[src/rtl/lock_pkg.sv]
// Shared definitions for the lock subsystem: clock frequency, the keypad
// arbiter's state encodings, the "no key" code and small zero-constant
// helpers used by both the arbiter and the lock state machine.
package lock_pkg;

    localparam int CLOCK_FREQ = 50000000;

    localparam logic [3:0] KEY_NONE = 4'h0;

    typedef enum logic [1:0] {
        ST_IDLE    = 2'd0,
        ST_SESSION = 2'd1,
        ST_HOLD    = 2'd2,
        ST_LOCKOUT = 2'd3
    } arb_state_t;

    function automatic logic is_key_none(input logic [3:0] key);
        return key == KEY_NONE;
    endfunction

    function automatic logic [3:0] zero_key();
        return KEY_NONE;
    endfunction

endpackage

[src/rtl/cycle_timer.sv]
// Up-counting cycle timer shared by every timed arbiter state.
// Ports:
//   clock, reset   system clock, asynchronous active-high reset
//   i_clear        synchronous clear to zero (wins over i_enable)
//   i_enable       count one cycle
//   i_limit        terminal count
//   o_done         high once the count has reached i_limit
// The count stops at the terminal value instead of wrapping.
module cycle_timer #(
    parameter int WIDTH = 8
) (
    input  logic             clock,
    input  logic             reset,
    input  logic             i_clear,
    input  logic             i_enable,
    input  logic [WIDTH-1:0] i_limit,
    output logic             o_done
);

    logic [WIDTH-1:0] r_count;

    assign o_done = (r_count >= i_limit);

    always_ff @(posedge clock or posedge reset) begin
        if (reset) begin
            r_count <= '0;
        end else if (i_clear) begin
            r_count <= '0;
        end else if (i_enable && !o_done) begin
            r_count <= r_count + WIDTH'(1);
        end
    end

endmodule

[src/rtl/keypad_session_arbiter.sv]
// Shares the lock's single 4-bit key input between keypad A (front panel)
// and keypad B (remote panel). One keypad at a time owns an entry session;
// only its keys are forwarded. A session ends on a lock/unlock event, a lock
// error or an idle timeout, followed by a key-free holdoff. Repeated failures
// trigger a lockout period.
// Ports:
//   clock, reset          system clock, asynchronous active-high reset
//   keyA, keyB            keypad codes, 0 = no key
//   lockLocked, lockError lock status feedback
//   keyOut                key bus to the lock (registered)
//   grantA, grantB        session owner flags, one-hot or both zero
//   lockout               high while locked out
//   failCount             consecutive failed entries
module keypad_session_arbiter #(
    parameter int CLOCK_FREQ   = lock_pkg::CLOCK_FREQ,
    parameter int IDLE_TIMEOUT = 12 * CLOCK_FREQ,
    parameter int HOLDOFF      = CLOCK_FREQ / 10,
    parameter int MAX_FAILS    = 3,
    parameter int LOCKOUT      = 30 * CLOCK_FREQ
) (
    input  logic                           clock,
    input  logic                           reset,
    input  logic [3:0]                     keyA,
    input  logic [3:0]                     keyB,
    input  logic                           lockLocked,
    input  logic                           lockError,
    output logic [3:0]                     keyOut,
    output logic                           grantA,
    output logic                           grantB,
    output logic                           lockout,
    output logic [$clog2(MAX_FAILS+1)-1:0] failCount
);

    import lock_pkg::*;

    localparam int FAIL_W  = $clog2(MAX_FAILS + 1);
    localparam int T_MAX   = (IDLE_TIMEOUT > LOCKOUT)
                           ? ((IDLE_TIMEOUT > HOLDOFF) ? IDLE_TIMEOUT : HOLDOFF)
                           : ((LOCKOUT > HOLDOFF) ? LOCKOUT : HOLDOFF);
    localparam int TIMER_W = $clog2(T_MAX + 1);

    arb_state_t        r_state, w_state_nx;
    // Arm flags: set when the keypad read "no key" last cycle. They clear on
    // reset so a key held through reset must be released before it counts.
    logic              r_armA, r_armB;
    logic              r_ptrB;          // 0: A wins a tie, 1: B wins a tie
    logic              r_lockedPrev, r_errPrev;

    logic              w_freshA, w_freshB, w_success, w_failure;
    logic [3:0]        w_ownerKey, w_keyOut_nx;
    logic              w_grantA_nx, w_grantB_nx, w_lockout_nx, w_ptrB_nx;
    logic [FAIL_W-1:0] w_fail_nx, w_fail_inc;
    logic              w_tclr, w_ten, w_tdone;
    logic [TIMER_W-1:0] w_tlimit;

    assign w_freshA   = !is_key_none(keyA) && r_armA;
    assign w_freshB   = !is_key_none(keyB) && r_armB;
    assign w_success  = (lockLocked != r_lockedPrev);
    assign w_failure  = lockError && !r_errPrev;
    assign w_ownerKey = grantA ? keyA : keyB;
    assign w_fail_inc = (failCount == FAIL_W'(MAX_FAILS)) ? failCount
                                                          : failCount + FAIL_W'(1);

    // The timer counts from zero after every state entry; each timed state
    // ends when the count reaches its duration minus one, so the state lasts
    // exactly the nominal number of cycles.
    always_comb begin
        w_tlimit = '0;
        case (r_state)
            ST_SESSION: w_tlimit = TIMER_W'(IDLE_TIMEOUT - 1);
            ST_HOLD:    w_tlimit = TIMER_W'(HOLDOFF - 1);
            ST_LOCKOUT: w_tlimit = TIMER_W'(LOCKOUT - 1);
            default:    w_tlimit = '0;
        endcase
    end

    cycle_timer #(
        .WIDTH (TIMER_W)
    ) u_timer (
        .clock    (clock),
        .reset    (reset),
        .i_clear  (w_tclr),
        .i_enable (w_ten),
        .i_limit  (w_tlimit),
        .o_done   (w_tdone)
    );

    always_comb begin
        w_state_nx   = r_state;
        w_keyOut_nx  = zero_key();
        w_grantA_nx  = grantA;
        w_grantB_nx  = grantB;
        w_lockout_nx = 1'b0;
        w_fail_nx    = failCount;
        w_ptrB_nx    = r_ptrB;
        w_tclr       = 1'b0;
        w_ten        = 1'b0;
        case (r_state)
            ST_IDLE: begin
                w_grantA_nx = 1'b0;
                w_grantB_nx = 1'b0;
                if (w_freshA && (!w_freshB || !r_ptrB)) begin
                    w_state_nx  = ST_SESSION;
                    w_grantA_nx = 1'b1;
                    w_keyOut_nx = keyA;
                    w_tclr      = 1'b1;
                end else if (w_freshB) begin
                    w_state_nx  = ST_SESSION;
                    w_grantB_nx = 1'b1;
                    w_keyOut_nx = keyB;
                    w_tclr      = 1'b1;
                end
            end
            ST_SESSION: begin
                // Success is checked first so it wins over a simultaneous error.
                if (w_success || w_failure || (is_key_none(w_ownerKey) && w_tdone)) begin
                    w_grantA_nx = 1'b0;
                    w_grantB_nx = 1'b0;
                    w_ptrB_nx   = !r_ptrB;
                    w_tclr      = 1'b1;
                    w_state_nx  = ST_HOLD;
                    if (w_success) begin
                        w_fail_nx = '0;
                    end else if (w_failure) begin
                        w_fail_nx = w_fail_inc;
                        if (w_fail_inc == FAIL_W'(MAX_FAILS)) begin
                            w_state_nx   = ST_LOCKOUT;
                            w_lockout_nx = 1'b1;
                        end
                    end
                end else begin
                    w_keyOut_nx = w_ownerKey;
                    if (is_key_none(w_ownerKey)) begin
                        w_ten = 1'b1;
                    end else begin
                        w_tclr = 1'b1;
                    end
                end
            end
            ST_HOLD: begin
                w_grantA_nx = 1'b0;
                w_grantB_nx = 1'b0;
                if (w_tdone) begin
                    w_state_nx = ST_IDLE;
                    w_tclr     = 1'b1;
                end else begin
                    w_ten = 1'b1;
                end
            end
            ST_LOCKOUT: begin
                w_grantA_nx = 1'b0;
                w_grantB_nx = 1'b0;
                if (w_tdone) begin
                    w_state_nx = ST_IDLE;
                    w_fail_nx  = '0;
                    w_tclr     = 1'b1;
                end else begin
                    w_lockout_nx = 1'b1;
                    w_ten        = 1'b1;
                end
            end
            default: begin
                w_state_nx  = ST_IDLE;
                w_grantA_nx = 1'b0;
                w_grantB_nx = 1'b0;
            end
        endcase
    end

    always_ff @(posedge clock or posedge reset) begin
        if (reset) begin
            r_state      <= ST_IDLE;
            r_armA       <= 1'b0;
            r_armB       <= 1'b0;
            r_ptrB       <= 1'b0;
            r_lockedPrev <= 1'b0;
            r_errPrev    <= 1'b0;
            keyOut       <= KEY_NONE;
            grantA       <= 1'b0;
            grantB       <= 1'b0;
            lockout      <= 1'b0;
            failCount    <= '0;
        end else begin
            r_state      <= w_state_nx;
            // Edge tracking runs in every state so keys pressed during
            // holdoff or lockout have to be re-pressed afterwards.
            r_armA       <= is_key_none(keyA);
            r_armB       <= is_key_none(keyB);
            r_ptrB       <= w_ptrB_nx;
            r_lockedPrev <= lockLocked;
            r_errPrev    <= lockError;
            keyOut       <= w_keyOut_nx;
            grantA       <= w_grantA_nx;
            grantB       <= w_grantB_nx;
            lockout      <= w_lockout_nx;
            failCount    <= w_fail_nx;
        end
    end

endmodule

[config.mk]
export PLATFORM = sky130hd
export DESIGN_NAME = keypad_session_arbiter
export DESIGN_NICKNAME = d
export VERILOG_FILES = /design/src/rtl/lock_pkg.sv /design/src/rtl/cycle_timer.sv /design/src/rtl/keypad_session_arbiter.sv
export SDC_FILE = /design/constraint.sdc
export NUM_CORES = 1
export LEC_CHECK = 0
export ABC_AREA = 1
export CORE_MARGIN = 5
export CORE_UTILIZATION = 63
export CTS_BUF_LIST = sky130_fd_sc_hd__clkbuf_4 sky130_fd_sc_hd__clkbuf_8
export CTS_CLUSTER_DIAMETER = 120
export CTS_CLUSTER_SIZE = 16
export DETAILED_ROUTE_END_ITERATION = 8
export HOLD_SLACK_MARGIN = 0.02
export PLACE_DENSITY = 0.89
export RECOVER_POWER = 25
export SYNTH_ARGS = -nofsm -noshare
export SYNTH_HDL_FRONTEND = slang
export SYNTH_SLANG_ARGS = --single-unit
[constraint.sdc]
create_clock -name clock -period 3.4 [get_ports clock]
set_input_delay 0.34 -clock clock [delete_from_list [all_inputs] [get_ports clock]]
set_output_delay 0.34 -clock clock [all_outputs]
set_load 0.1 [all_outputs]
# Word level (Yosys, flattened, before mapping)
# Index checks and enable logic that the tools add are counted.
dict set report totals {
  register_bits 47
  latchBits 0
  mem_bits_rw 0
  rom_bits 0
  inputBits 12
  output_inout_bits 9
  wordCells 92
  memories 0
}
dict set report op_classes {
  n_addsub 2
  multipliers 0
  div 0
  magnitude_cmp 1
  n_eq_ne 11
  shifts 0
  mux 41
  bitwise 0
  reduce_logical 25
}
# op count
set ops {}
lappend ops {{$pmux W31 S3} 1}
lappend ops {{$mux W31} 2}
lappend ops {{$add A31 B1 Y31 const B} 1}
lappend ops {{$ge A31 B31 Y1} 1}
lappend ops {{$mux W1} 18}
lappend ops {{$mux W2} 8}
lappend ops {{$mux W4} 4}
lappend ops {{$logic_not A4 Y1} 3}
lappend ops {{$pmux W1 S3} 3}
lappend ops {{$eq A2 B2 Y1 const B} 4}
lappend ops {{$pmux W4 S2} 1}
lappend ops {{$logic_and A1 B1 Y1} 6}
lappend ops {{$logic_not A1 Y1} 6}
lappend ops {{$ne A3 B3 Y1 const B} 2}
lappend ops {{$pmux W2 S3} 1}
lappend ops {{$ne A2 B1 Y1 const B} 2}
lappend ops {{$pmux W1 S2} 2}
lappend ops {{$pmux W2 S2} 1}
lappend ops {{$reduce_and A4 Y1} 1}
lappend ops {{$reduce_bool A2 Y1} 2}
lappend ops {{$logic_or A1 B1 Y1} 3}
lappend ops {{$reduce_and A3 Y1} 1}
lappend ops {{$add A2 B1 Y2 const B} 1}
lappend ops {{$eq A2 B1 Y1 const B} 1}
lappend ops {{5 further kinds} 5}

# Depth between registers and ports, before layout
# Gate-level depths: netlist of run 1.
dict set report depth {
  depth_word 10
  depth_mapped 21
  mapped_depth_nobuf 19
}

# Cells and area by module
# A second synthesis of run 1 with hierarchy kept.
dict set report unflattened {
  hier_cells 658
  area_unflattened_um2 4182.8
}
# mod instances cells_per_inst area_each_um2 seq_area_each_um2
set by_module_without_submodules {}
lappend by_module_without_submodules {cycle_timer 1 508 3155.5 775.7}
lappend by_module_without_submodules {keypad_session_arbiter 1 150 1027.2 400.4}

# Worst setup path after synthesis of run 1
# OpenSTA, ideal clock, no wires.
dict set report synth_path {
  kind {register to register}
  startpoint {reg r_state[1]}
  endpoint {reg u_timer.r_count[0]}
  arrival_ns 2.609
  required_time_ns 3.282
  setup_slack_ns 0.673
  path_stages_with_launch 18
  n_path_buf 2
  period_less_slack_ns 2.727
  path_cell_list {dfrtp_1 -> inv_1 -> ha_1 -> clkbuf_1 -> inv_1 -> ha_1 -> nand3_1 -> inv_1 -> nand3b_1 -> nor4_2 -> nand2_2 -> nand2_2 -> a21oi_1 -> nand2_1 -> nand2_4 -> buf_4 -> nand4_1 -> nand2_1}
}
dict set report synth_via {
  elab_chain_len 9
  elab_cells_between_ends 19
  cone_classes {1 x order compare; 3 x eq/ne; 8 x mux; 7 x reduce/logical}
}
# element line_no
set synth_lines {}
lappend synth_lines {{start: declaration} keypad_session_arbiter.sv:42} ;# arb_state_t r_state, w_state_nx;
lappend synth_lines {{start signal: assignment} keypad_session_arbiter.sv:184} ;# r_state <= w_state_nx;
lappend synth_lines {{$eq A2 B2 Y1 / $eq A2 B1 Y1 (equally long branches)} keypad_session_arbiter.sv:69} ;# case (r_state)
lappend synth_lines {{$pmux W31 S3 (*)} keypad_session_arbiter.sv:69}
lappend synth_lines {{via u_timer.i_limit[16]} cycle_timer.sv:16} ;# input logic [WIDTH-1:0] i_limit,
lappend synth_lines {{$ge A31 B31 Y1 (*)} cycle_timer.sv:22} ;# assign o_done = (r_count >= i_limit);
lappend synth_lines {{$logic_and A1 B1 Y1} keypad_session_arbiter.sv:116} ;# if (w_success || w_failure || (is_key_none(w_ownerKey) && w_tdone)) begin
lappend synth_lines {{$logic_or A1 B1 Y1} keypad_session_arbiter.sv:116}
lappend synth_lines {{$mux W1} keypad_session_arbiter.sv:116}
lappend synth_lines {{$pmux W1 S2} keypad_session_arbiter.sv:98} ;# case (r_state)
lappend synth_lines {{$logic_and A1 B1 Y1} cycle_timer.sv:29} ;# end else if (i_enable && !o_done) begin
lappend synth_lines {{$reduce_bool A2 Y1 (no line)} --}
lappend synth_lines {{end signal: assignment} cycle_timer.sv:30} ;# r_count <= r_count + WIDTH'(1);
lappend synth_lines {{end: declaration} cycle_timer.sv:20} ;# logic [WIDTH-1:0] r_count;
# Mark *: on every way through the listed nets, which the timed path passes. The rest lies on a longest branch.
# A chain may end at the register's enable or synchronous reset.

# Worst setup path after layout of run 1
dict set report layout_path {
  startpoint {reg r_state[1]}
  endpoint {reg u_timer.r_count[30]}
}
# The elaborated chain is that of the path after synthesis.

==> metrics.yaml, run 1 <==
critical_path:
  setup.worst_path.class: "register to register"
  setup.worst_path.end_class: "register"
  crit_path_start: "r_state[1]$_DFFE_PP0P_"
  critical_path_arrival_ns: 3.34
  reg2reg_depth: 18
  crit_required_ns: 3.64
  rrSetupSlack_ns: 0.30
  r2r_start: "r_state[1]$_DFFE_PP0P_"
  r2r-end: "u_timer.r_count[30]$_DFFE_PP0P_"
  start_kind: "register"
  cp_max_fo: 26
die:
  dieHeight_um: 88.8
  initial_core_util: 0.653
  fp.dieArea_um2: 7890
  io-pin-count: 21
  row_count: 28
  die_x_um: 88.8
  core-area_um2: 5990
hold_path:
  worstHoldStart: "r_ptrB$_DFFE_PP0P_"
  holdPathStages: 1
  min_to: "r_ptrB$_DFFE_PP0P_"
  hold_class: "register to register"
synth:
  avgSynthCellArea_um2: 6.97
  yosysTopAreaCellShare: 0.301
  synth-seq-cells: 47
  ys_top_cells_by_area: "dfrtp_1 30%, nand2_1 13%, ha_1 8.3%"
  synthCells: 561
  synth_most_common_cell: "nand2_1"
  synth_common_cells: "138 x nand2_1, 74 x inv_1, 55 x nand3_1"
  yosys_warnings: 0
  synth_edf_count: 0
  synth-async-reset-ratio: 1.00
  ys.flop_type: "dfrtp_1"
  synth_area_leader_cell: "dfrtp_1"
  syn_nets: 599
  seq_area_frac_synth: 0.301
  synthesis.area_um2: 3910
  synth_cell_types: 32
clock_tree:
  cts_buffers: 5
  cts.htree.levels: 2
  cts_tree: "built"
  path_clk_slew_ns: 0.08
  root_buffer: "clkbuf_8"
  clockBufferDepth: 2
  clock_latency_ns: 0.30
  cts.sinks: 47
final_layout:
  area_growth_syn_to_layout_pct: 9.15
  drive_above_1_share: 0.0625
  fillCellCount: 499
  finalNonFillerCells: 651
  regArea_um2: 1180
  antenna_cells: 0
  multi_input_area_um2: 2300
  fin_nets: 613
  final_util: 0.713
place:
  place_hpwl_um: 7610
  io_buffers: 20
  gp_congestion: 0.949
  dp_cells: 641
  dp_slack_ns: 0.324
timing:
  period_minus_slack_ns: 3.10
  fin_ws_ns: 0.296
  rsz0062_at_grt: "false"
  setup_violations: 0
  slew_viol_final: 48
  skew_ns: 0.0103
  relSlewSlack: -0.202
  fmax_ghz: 0.322
  hold_viol_final: 0
  period_share: 0.913
  tightestPinTransition_ns: 1.80
  setup-tns-final_ns: 0
power:
  power.density_nw_per_um2: 634
  power.static_leakage_nw: 2.26
  ir_drop_v: 0.000483
global_route:
  grt_pass1_wl_um: 17400
  grt_overflow_total: 0
  grt_use_total: 0.282
  antenna_found_initial: 0
  grt_pass1_vias: 3774
  grt_max_degree: 48
drt:
  drc_errors: 0
  route.vias.total: 3921
  ant_nets: 0
  drt_iter0_drc: 365
  avgViaCountPerCell: 6.02
  dr.pass1.iters: 6
  finalWirelength_um: 10300
  wl_per_cell_um: 15.9
job:
  max-cap-violations: 1
outcome:
  violations: "capacitance limit, slew limit"
  status: "complete, but fails checks"
[cells by family after synthesis]
family / after synthesis / synth area share
buffers and inverters: 99 / 0.113
AND/OR/NAND/NOR: 321 / 0.378
XOR/XNOR: 31 / 0.0694
flip-flops: 47 / 0.301
adder cells (fa/ha/maj): 26 / 0.0831
AO/OA/AOI/OAI: 37 / 0.0563
[critical path, stage by stage (launching register included)]
cell	delay [ns]
dfrtp_1	0.42
inv_1	0.10
ha_2	0.27
clkinvlp_4	0.22
ha_1	0.34
nand3_1	0.11
inv_1	0.09
nand3b_1	0.12
nor2_1	0.05
nand2_1	0.07
nand2_1	0.08
nor2_4	0.12
nand2_2	0.11
a21oi_1	0.18
nand2_1	0.12
nand2_4	0.23
buf_12	0.20
nand3_1	0.10
nand2_1	0.10
[power breakdown]
group	switching [W]	leakage (nW)	internal, W
logic	0.00117	1.57	0.000497
registers	0.0000480	0.639	0.000613
clock network	0.000193	0.0505	0.000185
total	0.00141	2.26	0.00130
[state kept, by name, summed over array words and instances, names as in the netlist]
signal and flops:
r_armA 1, lockout 1, grantA 1, u_timer.r_count 31
r_lockedPrev 1, r_armB 1, grantB 1, r_errPrev 1
failCount 2, r_state 2, r_ptrB 1, keyOut 4
[stage by stage]
| stage | area, um2 | power, W | hold WS [ns] |
|---|---|---|---|
| global route | 4270 | 0.00290 | 0.516 |
| floorplan | 3910 | 0.00192 | 0.371 |
| global placement | 4150 | 0.00224 | 0.459 |
| CTS | 4250 | 0.00268 | 0.496 |
| detailed placement | 4150 | 0.00228 | 0.484 |
| finish | 4270 | 0.00271 | 0.500 |
[per-layer routing]
layer  up-vias  global-route usage  wire [um]
met3        50              0.0475        795
li1       1872                   -          -
met2       208               0.466       4890
met4         0               0.151        470
met5         -                   0          0
met1      1791               0.350       4180
[worst max path at each step]
stage                                            endpoint
final                     u_timer.r_count[30]$_DFFE_PP0P_
after floorplan            u_timer.r_count[0]$_DFFE_PP0P_
after global routing      u_timer.r_count[23]$_DFFE_PP0P_
after global placement    u_timer.r_count[25]$_DFFE_PP0P_
after detailed placement  u_timer.r_count[20]$_DFFE_PP0P_
after CTS                 u_timer.r_count[30]$_DFFE_PP0P_
[cell usage in the layout, fill, tap and decap left out, types with 8 or more instances in the layout]
cell type and count:
a21oi_1 14, buf_4 9, clkdlybuf4s50_1 15, dfrtp_1 47
ha_1 25, inv_1 73, nand2_1 138, nand3_1 55
nand4_1 40, nor2_1 53, nor3_1 9, nor4_1 12
o21ai_0 13, xnor2_1 8, xor2_1 23
[layout make-up]
class / instances / share of cell area
clock buffers: 7 / 0.0226
clock inverters: 1 / 0.00176
inverters: 75 / 0.0674
multi-input cells: 415 / 0.539
flip-flops and latches: 47 / 0.275
well taps: 75 / 0.0220
repair buffers: 31 / 0.0721
[what timing repair did]
action	4_1_cts	5_1_grt
resized for setup	0	2
hold buffers	0	0
endpoints found under the setup margin	0	14
setup buffers	0	2
No activity file was read; power rests on OpenSTA's default activity.
==> run 2: changes to the inputs <==
--- a/config.mk
+++ b/config.mk
@@ -6,12 +6,15 @@
 export NUM_CORES = 1
 export LEC_CHECK = 0
 export ABC_AREA = 1
+export CAP_MARGIN = 25
+export CORE_ASPECT_RATIO = 0.5
 export CORE_MARGIN = 5
 export CORE_UTILIZATION = 63
 export CTS_BUF_LIST = sky130_fd_sc_hd__clkbuf_4 sky130_fd_sc_hd__clkbuf_8
 export CTS_CLUSTER_DIAMETER = 120
 export CTS_CLUSTER_SIZE = 16
 export DETAILED_ROUTE_END_ITERATION = 8
+export GPL_TIMING_DRIVEN = 0
 export HOLD_SLACK_MARGIN = 0.02
 export PLACE_DENSITY = 0.89
 export RECOVER_POWER = 25
==> run 2 against run 1 <==
  * The run now ends clean
  * Worst setup slack lost 0.034 ns
  * Total power increased by 0.58%
  * Critical path depth is 3 lower
  * Worst hold slack got worse by 0.015 ns
  * Cell area grew 1.7%
  * Core utilization is 0.41 points higher
  * Combinational power is 2% higher
  * Largest power group unchanged
==> metrics.yaml, run 2 (synthesis gave the netlist of run 1 again) <==
outcome:
  status: "finished, final reports clean"
clock_tree:
  path_clk_slew_ns: 0.09
  clockBufferDepth: 2
  cts_resized: 0
  clock_latency_ns: 0.31
  post_cts_buffers: 0
  cts.htree.levels: 2
  holdBufCountCts: 0
  cts_tree: "built"
  cts.sinks: 47
  root_buffer: "clkbuf_8"
  cts_buffers: 5
critical_path:
  rrSetupSlack_ns: 0.26
  setup.worst_path.end_class: "register"
  cp_max_fo: 10
  r2r-end: "u_timer.r_count[5]$_DFFE_PP0P_"
  r2r_start: "r_state[1]$_DFFE_PP0P_"
  crit_path_start: "r_state[1]$_DFFE_PP0P_"
  reg2reg_depth: 15
  crit_required_ns: 3.60
  start_kind: "register"
  setup.worst_path.class: "register to register"
  critical_path_arrival_ns: 3.34
global_route:
  grt_max_degree: 25
  antenna_found_initial: 0
  grt_pass1_wl_um: 17800
  grt_use_total: 0.283
  grt_pass1_vias: 3790
  grt_overflow_total: 0
job:
  max-cap-violations: 0
hold_path:
  hold_class: "register to register"
  worstHoldStart: "r_ptrB$_DFFE_PP0P_"
  min_to: "r_ptrB$_DFFE_PP0P_"
  holdPathStages: 1
power:
  power.total_w: 0.00272
  ir_drop_v: 0.000302
  power.static_leakage_nw: 2.31
  power.density_nw_per_um2: 627
die:
  core-area_um2: 6060
  initial_core_util: 0.646
  dieHeight_um: 65.7
  fp.dieArea_um2: 7980
  row_count: 20
  io-pin-count: 21
  die_x_um: 121
place:
  dpl-instance-area_um2: 4250
  dp_slack_ns: 0.0468
  io_buffers: 20
  place_hpwl_um: 8120
  gp_congestion: 0.972
timing:
  setup_violations: 0
  rsz0062_at_grt: "false"
  skew_ns: 0.00524
  slew_viol_final: 0
  period_share: 0.923
  setup-tns-final_ns: 0
  period_minus_slack_ns: 3.14
  fmax_ghz: 0.319
  tightestPinTransition_ns: 1.04
  hold_viol_final: 0
  relSlewSlack: 0.305
  fin_ws_ns: 0.262
final_layout:
  final_area_um2: 4340
  final_cell_mix: "138 x nand2_1, 73 x inv_1, 55 x nand3_1, 52 x nor2_1, 47 x dfrtp_1"
  antenna_cells: 0
  drive_above_1_share: 0.0816
  fin_nets: 626
  final_common_cell: "nand2_1"
  fillCellCount: 495
  regMostFlops: "u_timer.r_count"
  area_growth_syn_to_layout_pct: 11.0
  top_regs: "u_timer.r_count: 31 flops, keyOut: 4 flops"
  largest_reg_flops: 31
drt:
  wl_per_cell_um: 15.6
  drc_errors: 0
  ant_nets: 0
  route.vias.total: 3995
  dr.pass1.iters: 5
  finalWirelength_um: 10500
  avgViaCountPerCell: 5.91
  drt_iter0_drc: 437
## run 2: cell type report
type                            instances  area, um2  area share
Buffer                                 23        153      0.0352
Clock buffer                            6       82.6      0.0190
Clock inverter                          1       5.00     0.00115
Inverter                               75        284      0.0654
Multi-Input combinational cell        415       2300       0.531
Sequential cell                        47       1180       0.271
Tap cell                               88        110      0.0254
Timing Repair Buffer                   21        228      0.0524
## run 2: metal layers
| metal | wire, um | GRT usage | vias to the layer above |
|---|---|---|---|
| met2 | 4600 | 0.457 | 204 |
| li1 | - | - | 1893 |
| met3 | 1080 | 0.0696 | 29 |
| met1 | 4660 | 0.380 | 1869 |
| met4 | 204 | 0.0824 | 0 |
| met5 | 0 | 0 | - |
## run 2: worst max-delay path by stage
stage,endpoint,slack [ns]
floorplan,u_timer.r_count[0]$_DFFE_PP0P_,0.67
global route,u_timer.r_count[29]$_DFFE_PP0P_,0.1
CTS,u_timer.r_count[5]$_DFFE_PP0P_,0.02
finish,u_timer.r_count[5]$_DFFE_PP0P_,0.26
detailed placement,u_timer.r_count[23]$_DFFE_PP0P_,0.05
global placement,u_timer.r_count[23]$_DFFE_PP0P_,0.15
## run 2: worst max-delay path, stage by stage, from the launching register on
cell,delay (ns)
dfrtp_1,0.40
inv_1,0.15
ha_2,0.26
nor2_2,0.27
ha_1,0.33
a21oi_1,0.15
o21ai_0,0.11
a21oi_1,0.19
nand2_1,0.11
nor2_4,0.14
nand4_2,0.15
o21bai_4,0.28
nand2_1,0.11
buf_2,0.21
nand3_1,0.09
nand2_1,0.06
## run 2: metrics by stage
stage / std cells / hold slack (ns) / utilization
final: 676 / 0.484 / 0.717
after global routing: 676 / 0.523 / 0.717
after CTS: 677 / 0.421 / 0.716
after detailed placement: 670 / 0.469 / 0.702
after global placement: 669 / 0.460 / 0.697
after floorplan: 561 / 0.371 / -
## run 2: power by group
group | switching [W] | total [W] | internal (W)
Combinational | 0.00120 | 0.00171 | 0.000511
Sequential | 0.0000436 | 0.000656 | 0.000613
Clock | 0.000192 | 0.000352 | 0.000160
Total | 0.00144 | 0.00272 | 0.00128
